File: src/rtl/imem_arbiter_if.sv
// Bus bundle for imem_arbiter: fetch port, loader port and RAM port.
// slave = arbiter view, master = requesters/RAM view.
interface imem_arbiter_if #(
    parameter int unsigned AW = 5
);
    logic          fetch_req;
    logic [31:0]   fetch_addr;
    logic          fetch_gnt;
    logic          fetch_valid;
    logic [31:0]   fetch_ins;
    logic          fetch_err;
    logic          load_req;
    logic [31:0]   load_addr;
    logic [31:0]   load_data;
    logic          load_done;
    logic          load_gnt;
    logic          booting;
    logic          mem_en;
    logic          mem_we;
    logic [AW-1:0] mem_addr;
    logic [31:0]   mem_wdata;
    logic [31:0]   mem_rdata;

    modport slave (
        input  fetch_req, fetch_addr, load_req, load_addr, load_data, load_done, mem_rdata,
        output fetch_gnt, fetch_valid, fetch_ins, fetch_err, load_gnt, booting,
               mem_en, mem_we, mem_addr, mem_wdata
    );

    modport master (
        output fetch_req, fetch_addr, load_req, load_addr, load_data, load_done, mem_rdata,
        input  fetch_gnt, fetch_valid, fetch_ins, fetch_err, load_gnt, booting,
               mem_en, mem_we, mem_addr, mem_wdata
    );
endinterface

File: src/rtl/imem_arbiter.sv
// Instruction-RAM arbiter: boot FSM holds fetch off until load_done, then round-robin
// between fetch and loader. Optional macro IMEM_ARB_MISALIGN_CHK_EN enables misalign checks.
module imem_arbiter #(
    parameter int unsigned AW       = 5,
    parameter logic [31:0] NOP_WORD = 32'h0000_0000
) (
    input  logic clk,
    input  logic rst,
    imem_arbiter_if.slave bus
);
    localparam logic [0:0] BOOT = 1'b0;
    localparam logic [0:0] RUN  = 1'b1;

    logic [0:0] state;
    logic [0:0] state_next;
    logic       last_load;
    logic       rd_pend;
    logic       rd_err;
    logic       fetch_mis;
    logic       load_mis;
    logic       unused_bits;

`ifdef IMEM_ARB_MISALIGN_CHK_EN
    assign fetch_mis = (bus.fetch_addr[1:0] != 2'b00);
    assign load_mis  = (bus.load_addr[1:0]  != 2'b00);
`else
    assign fetch_mis = 1'b0;
    assign load_mis  = 1'b0;
`endif

    assign unused_bits = ^{bus.fetch_addr[31:AW+2], bus.fetch_addr[1:0],
                           bus.load_addr[31:AW+2],  bus.load_addr[1:0]};

    // State register
    always_ff @(posedge clk or posedge rst) begin
        if (rst) state <= BOOT;
        else     state <= state_next;
    end

    // Next state and combinational grants; the older-granted side wins a conflict
    always_comb begin
        state_next    = state;
        bus.fetch_gnt = 1'b0;
        bus.load_gnt  = 1'b0;
        if (!rst) begin
            case (state)
                BOOT: begin
                    bus.load_gnt = bus.load_req;
                    if (bus.load_done) state_next = RUN;
                end
                RUN: begin
                    if (bus.fetch_req && bus.load_req) begin
                        bus.fetch_gnt = last_load;
                        bus.load_gnt  = !last_load;
                    end else begin
                        bus.fetch_gnt = bus.fetch_req;
                        bus.load_gnt  = bus.load_req;
                    end
                end
                default: state_next = BOOT;
            endcase
        end
    end

    // RAM drive; misaligned grants are consumed without touching the RAM
    always_comb begin
        bus.mem_en    = (bus.fetch_gnt & ~fetch_mis) | (bus.load_gnt & ~load_mis);
        bus.mem_we    = bus.load_gnt & ~load_mis;
        bus.mem_addr  = bus.load_gnt ? bus.load_addr[AW+1:2] : bus.fetch_addr[AW+1:2];
        bus.mem_wdata = bus.load_data;
    end

    // Round-robin pointer, two-stage read pipeline and boot flag
    always_ff @(posedge clk or posedge rst) begin
        if (rst) begin
            last_load       <= 1'b1;
            rd_pend         <= 1'b0;
            rd_err          <= 1'b0;
            bus.fetch_valid <= 1'b0;
            bus.fetch_err   <= 1'b0;
            bus.fetch_ins   <= 32'h0;
            bus.booting     <= 1'b1;
        end else begin
            bus.booting <= (state_next == BOOT);
            if (bus.fetch_gnt)     last_load <= 1'b0;
            else if (bus.load_gnt) last_load <= 1'b1;
            rd_pend         <= bus.fetch_gnt;
            rd_err          <= bus.fetch_gnt & fetch_mis;
            bus.fetch_valid <= rd_pend;
            bus.fetch_err   <= rd_pend & rd_err;
            if (rd_pend) bus.fetch_ins <= rd_err ? NOP_WORD : bus.mem_rdata;
        end
    end
endmodule

File: src/flat_wrapper.sv
// flat-port wrapper written by rule: the top's interface ports become plain ports
module imem_arbiter_flat 
#(
    parameter int unsigned AW       = 5,
    parameter logic [31:0] NOP_WORD = 32'h0000_0000
)
  (clk, rst, bus_fetch_req, bus_fetch_addr, bus_load_req, bus_load_addr, bus_load_data, bus_load_done, bus_mem_rdata, bus_fetch_gnt, bus_fetch_valid, bus_fetch_ins, bus_fetch_err, bus_load_gnt, bus_booting, bus_mem_en, bus_mem_we, bus_mem_addr, bus_mem_wdata);
  imem_arbiter_if #(.AW(AW)) bus_i ();
  input  logic clk;
  input  logic rst;
  input wire logic [$bits(bus_i.fetch_req)-1:0] bus_fetch_req;
  input wire logic [$bits(bus_i.fetch_addr)-1:0] bus_fetch_addr;
  input wire logic [$bits(bus_i.load_req)-1:0] bus_load_req;
  input wire logic [$bits(bus_i.load_addr)-1:0] bus_load_addr;
  input wire logic [$bits(bus_i.load_data)-1:0] bus_load_data;
  input wire logic [$bits(bus_i.load_done)-1:0] bus_load_done;
  input wire logic [$bits(bus_i.mem_rdata)-1:0] bus_mem_rdata;
  output wire logic [$bits(bus_i.fetch_gnt)-1:0] bus_fetch_gnt;
  output wire logic [$bits(bus_i.fetch_valid)-1:0] bus_fetch_valid;
  output wire logic [$bits(bus_i.fetch_ins)-1:0] bus_fetch_ins;
  output wire logic [$bits(bus_i.fetch_err)-1:0] bus_fetch_err;
  output wire logic [$bits(bus_i.load_gnt)-1:0] bus_load_gnt;
  output wire logic [$bits(bus_i.booting)-1:0] bus_booting;
  output wire logic [$bits(bus_i.mem_en)-1:0] bus_mem_en;
  output wire logic [$bits(bus_i.mem_we)-1:0] bus_mem_we;
  output wire logic [$bits(bus_i.mem_addr)-1:0] bus_mem_addr;
  output wire logic [$bits(bus_i.mem_wdata)-1:0] bus_mem_wdata;
  assign bus_i.fetch_req = bus_fetch_req;
  assign bus_i.fetch_addr = bus_fetch_addr;
  assign bus_i.load_req = bus_load_req;
  assign bus_i.load_addr = bus_load_addr;
  assign bus_i.load_data = bus_load_data;
  assign bus_i.load_done = bus_load_done;
  assign bus_i.mem_rdata = bus_mem_rdata;
  assign bus_fetch_gnt = bus_i.fetch_gnt;
  assign bus_fetch_valid = bus_i.fetch_valid;
  assign bus_fetch_ins = bus_i.fetch_ins;
  assign bus_fetch_err = bus_i.fetch_err;
  assign bus_load_gnt = bus_i.load_gnt;
  assign bus_booting = bus_i.booting;
  assign bus_mem_en = bus_i.mem_en;
  assign bus_mem_we = bus_i.mem_we;
  assign bus_mem_addr = bus_i.mem_addr;
  assign bus_mem_wdata = bus_i.mem_wdata;
  imem_arbiter #(.AW(AW), .NOP_WORD(NOP_WORD)) u_core (.clk(clk), .rst(rst), .bus(bus_i));
endmodule
File: config.mk
export PLATFORM = sky130hd
export DESIGN_NAME = imem_arbiter_flat
export DESIGN_NICKNAME = d
export VERILOG_FILES = /design/src/rtl/imem_arbiter_if.sv /design/src/rtl/imem_arbiter.sv /design/src/flat_wrapper.sv
export SDC_FILE = /design/constraint.sdc
export NUM_CORES = 1
export LEC_CHECK = 0
export BUFFER_PORTS_ARGS = -buffer_cell sky130_fd_sc_hd__buf_2
export CELL_PAD_IN_SITES_DETAIL_PLACEMENT = 1
export CELL_PAD_IN_SITES_GLOBAL_PLACEMENT = 1
export CORE_ASPECT_RATIO = 0.75
export CORE_UTILIZATION = 23
export DETAILED_ROUTE_END_ITERATION = 12
export PLACE_DENSITY_LB_ADDON = 0.3
export SYNTH_ARGS = -nofsm -noshare
export SYNTH_HDL_FRONTEND = slang
export SYNTH_SLANG_ARGS = --single-unit
File: constraint.sdc
create_clock -name clk -period 1.7 [get_ports clk]
set_clock_uncertainty 0.15 [all_clocks]
set_input_delay 0.34 -clock clk [delete_from_list [all_inputs] [get_ports clk]]
set_output_delay 0.34 -clock clk [all_outputs]
set_load 0.01 [all_outputs]
==> metrics.md <==
| Metric | Value |
|---|---|
| Status | `finished, violations left` |
| Failing checks | `negative setup slack` |
| Post-synthesis cell type count | `18` |
| Die area | `8440 sq um` |
| Slew Limit Fails | `0` |
| Synth cell count leaders | `35 x dfrtp_1, 35 x mux2_4, 34 x buf_4` |
| RSZ-0062 raised after global routing | `true` |
| Setup CP Type | `flip-flop to primary output` |
| Post-synthesis sequential area ratio | `50.0%` |
| Max clock buf depth | `2` |
| Cell taking the most area after synthesis | `dfrtp_1` |
| Worst EP arrival | `1490 ps` |
| Placed insts | `285` |
| CTS sink count | `37` |
| Starting Density | `24.5%` |
| Final worst slack | `-285 ps` |
| Main synth FF type | `dfrtp_1` |
| Multi-input combinational cell area | `633 sq um` |
| Fin cells | `298` |
| Critical path capture point type | `primary output` |
| Total power | `2.75 mW` |
| Die W | `106 um` |
| Max H-tree Level | `2` |
| Layout cells sized above 1 | `77.2%` |
| Rows | `27` |
| Synth warnings | `0` |
| Area post-placement | `2190 sq um` |
| Synthesis-stage register bit count | `37` |
| Biggest fanout along the worst timing path | `6` |
| Synth Net Count | `260` |
| Clk slew on worst S/H paths | `80 ps` |
| Worst Setup Slack post-DPL | `-78.1 ps` |
| P_int | `2.01 mW` |
| Routed wire length per instance | `14.6 um` |
| Vias in the first global route | `1318` |
| Worst-Skew Late Latency | `280 ps` |
| Total track usage | `10.5%` |
| Share of Yosys cell area claimed by the top area cell type | `47.2%` |
| # fillers | `860` |
| Met1 Use GR | `12.7%` |
| Sw Pwr | `0.735 mW` |
| Avg Vias per Cell | `4.02` |
| DPL Wire Length | `3.22 mm` |
| Initial drt markers | `23` |
| 1st-pass router iterations | `2` |
| Max Cap Viol | `0` |
| CP startpoint | `u_core.last_load$_DFFE_PP1P_` |
| Port-buffer cells | `89` |
| Syn Area/Cell | `14.6 sq um` |
| Min Tclk post-route | `1980 ps` |
| Post-synth EDFFs | `0` |
| Final Cycle Share | `117%` |
| CTS buffer count | `5` |
| Fin area | `2390 sq um` |
| Synthesized area | `1860 sq um` |
| Final WL | `4.35 mm` |
| Hold Crit Class | `input pin to asynchronous set/reset pin` |
| Setup crit start kind | `flip-flop` |
| Top Ports | `209` |
| Final antenna-violating net count | `0` |
| Setup TNS Final | `-2050 ps` |
| Register share of total power | `42.4%` |
| Root Buffer | `clkbuf_8` |
| Drt drc | `0` |
| Max Clk Rate | `0.504 GHz` |
| Initial antenna violation count | `0` |
| Cells after Synth | `127` |
| Grt ovf | `0` |
| Worst reg2reg path startpoint | `u_core.last_load$_DFFE_PP1P_` |
| Met3 Use GR | `4.41%` |
| Final Hold Fails | `0` |
| Crit path required time | `1210 ps` |
| Ant diodes | `0` |
| Synth top area cells | `dfrtp_1 47%, mux2_4 28%, buf_4 14%` |
| Util after Layout | `31.6%` |
| VDD IR-drop max | `0.000325 V` |
| Sw Share | `26.7%` |
| Area Growth Syn to Fin | `28.8%` |
| First-pass GRT wire length | `6.73 mm` |
| Final nets | `329` |
| FF+latch area | `930 sq um` |
| P per Cell Area | `1150 nW/um^2` |
| Core area | `7570 sq um` |
| Gr busiest metal | `met2` |
| Combinational cell fraction of total power | `28.6%` |
| Gp weighted congestion | `0.657` |
| Final hold slack | `42.0 ps` |
| Via count | `1197` |
| GR Layer Usage met2 | `15.9%` |
| CTS tree | `done` |
| Chip Height | `79.8 um` |
| Endpoints failing setup | `8` |
| Leakage power | `1.25 nW` |
| Largest net degree at the start of global routing | `21` |
| Asr flop ratio synth | `100%` |
| Clock Power Share | `29.1%` |
-- timing repair --
action | 4_1_cts | 5_1_grt
pin swaps | 2 | 1
endpoints found under the setup margin | 8 | 9
hold buffers | 0 | 0
resized for setup | 7 | 1
buffers inserted | 2 | 3
-- logic make-up (layout without fill, tap and decap cells) --
logic type,Yosys count,after routing,share of synthesized area [%]
AOI/OAI and AO/OA,2,2,0.674
buffers and inverters,41,111,16.4
DFF,37,37,50.0
muxes,37,37,29.5
other,1,1,0.202
and+or+nand+nor,9,9,3.17
-- per-layer routing --
layer  up-vias  wire, um
met4         0       181
met1       575      1950
li1        518         -
met3        29       403
met5         -         0
met2        75      1810
-- area by class of cell --
type | count | share of cell area, %
clock buffer | 7 | 3.61
clock inverter | 1 | 1.26
sequential | 37 | 38.9
timing repair buffer | 100 | 24.1
tap | 101 | 5.28
inverter | 3 | 0.471
multi-input combinational | 49 | 26.5
-- critical path, stage by stage, from the launching register on --
cell     delay, ps
dfstp_2        560
nand3_2         90
nand2_4        120
mux2_4         320
buf_6          120
-- power groups by stage --
| stage | Clock (mW) | Combinational [mW] | Sequential, mW |
|---|---|---|---|
| after detailed placement | 0 | 0.756 | 1.18 |
| after global routing | 0.876 | 0.847 | 1.19 |
| final | 0.798 | 0.784 | 1.16 |
| after global placement | 0 | 0.750 | 1.17 |
| after CTS | 0.832 | 0.786 | 1.17 |
| after floorplan | 0 | 0.438 | 1.26 |
-- final timing paths --
kind / to / slack, ps / cells after the start
setup / recovery: bus_mem_addr[0] / -280 / 4
hold / removal: u_core.state$_DFF_PP0_ / 40 / 3
setup reg to reg: u_core.last_load$_DFFE_PP1P_ / 270 / 7
hold reg to reg: u_core.bus.fetch_ins[30]$_DFFE_PP0P_ / 360 / 1
max in group asynchronous: u_core.last_load$_DFFE_PP1P_ / 1090 / 3
min in group clk: u_core.bus.fetch_ins[0]$_DFFE_PP0P_ / 130 / 2
-- cell usage in the layout, fill, tap and decap left out, drive strengths merged --
| master | Yosys | routed |
|---|---|---|
| buf | 38 | 100 |
| mux2 | 37 | 37 |
| dfrtp | 35 | 35 |
| clkbuf | 0 | 7 |
| inv | 3 | 3 |
| nor2 | 3 | 3 |
| dfstp | 2 | 2 |
| nor2b | 2 | 2 |
| nand2 | 2 | 2 |
| nand3 | 1 | 1 |
| nor3 | 1 | 1 |
| a21oi | 1 | 1 |
| a21o | 1 | 1 |
| conb | 1 | 1 |
| bufinv | 0 | 1 |
-- sequential cells by signal, summed over array words and instances, names as in the netlist --
name                    cells
u_core.state                1
u_core.last_load            1
u_core.rd_pend              1
u_core.bus.booting          1
u_core.bus.fetch_ins       32
u_core.bus.fetch_valid      1
No activity file was read; power rests on OpenSTA's default activity.
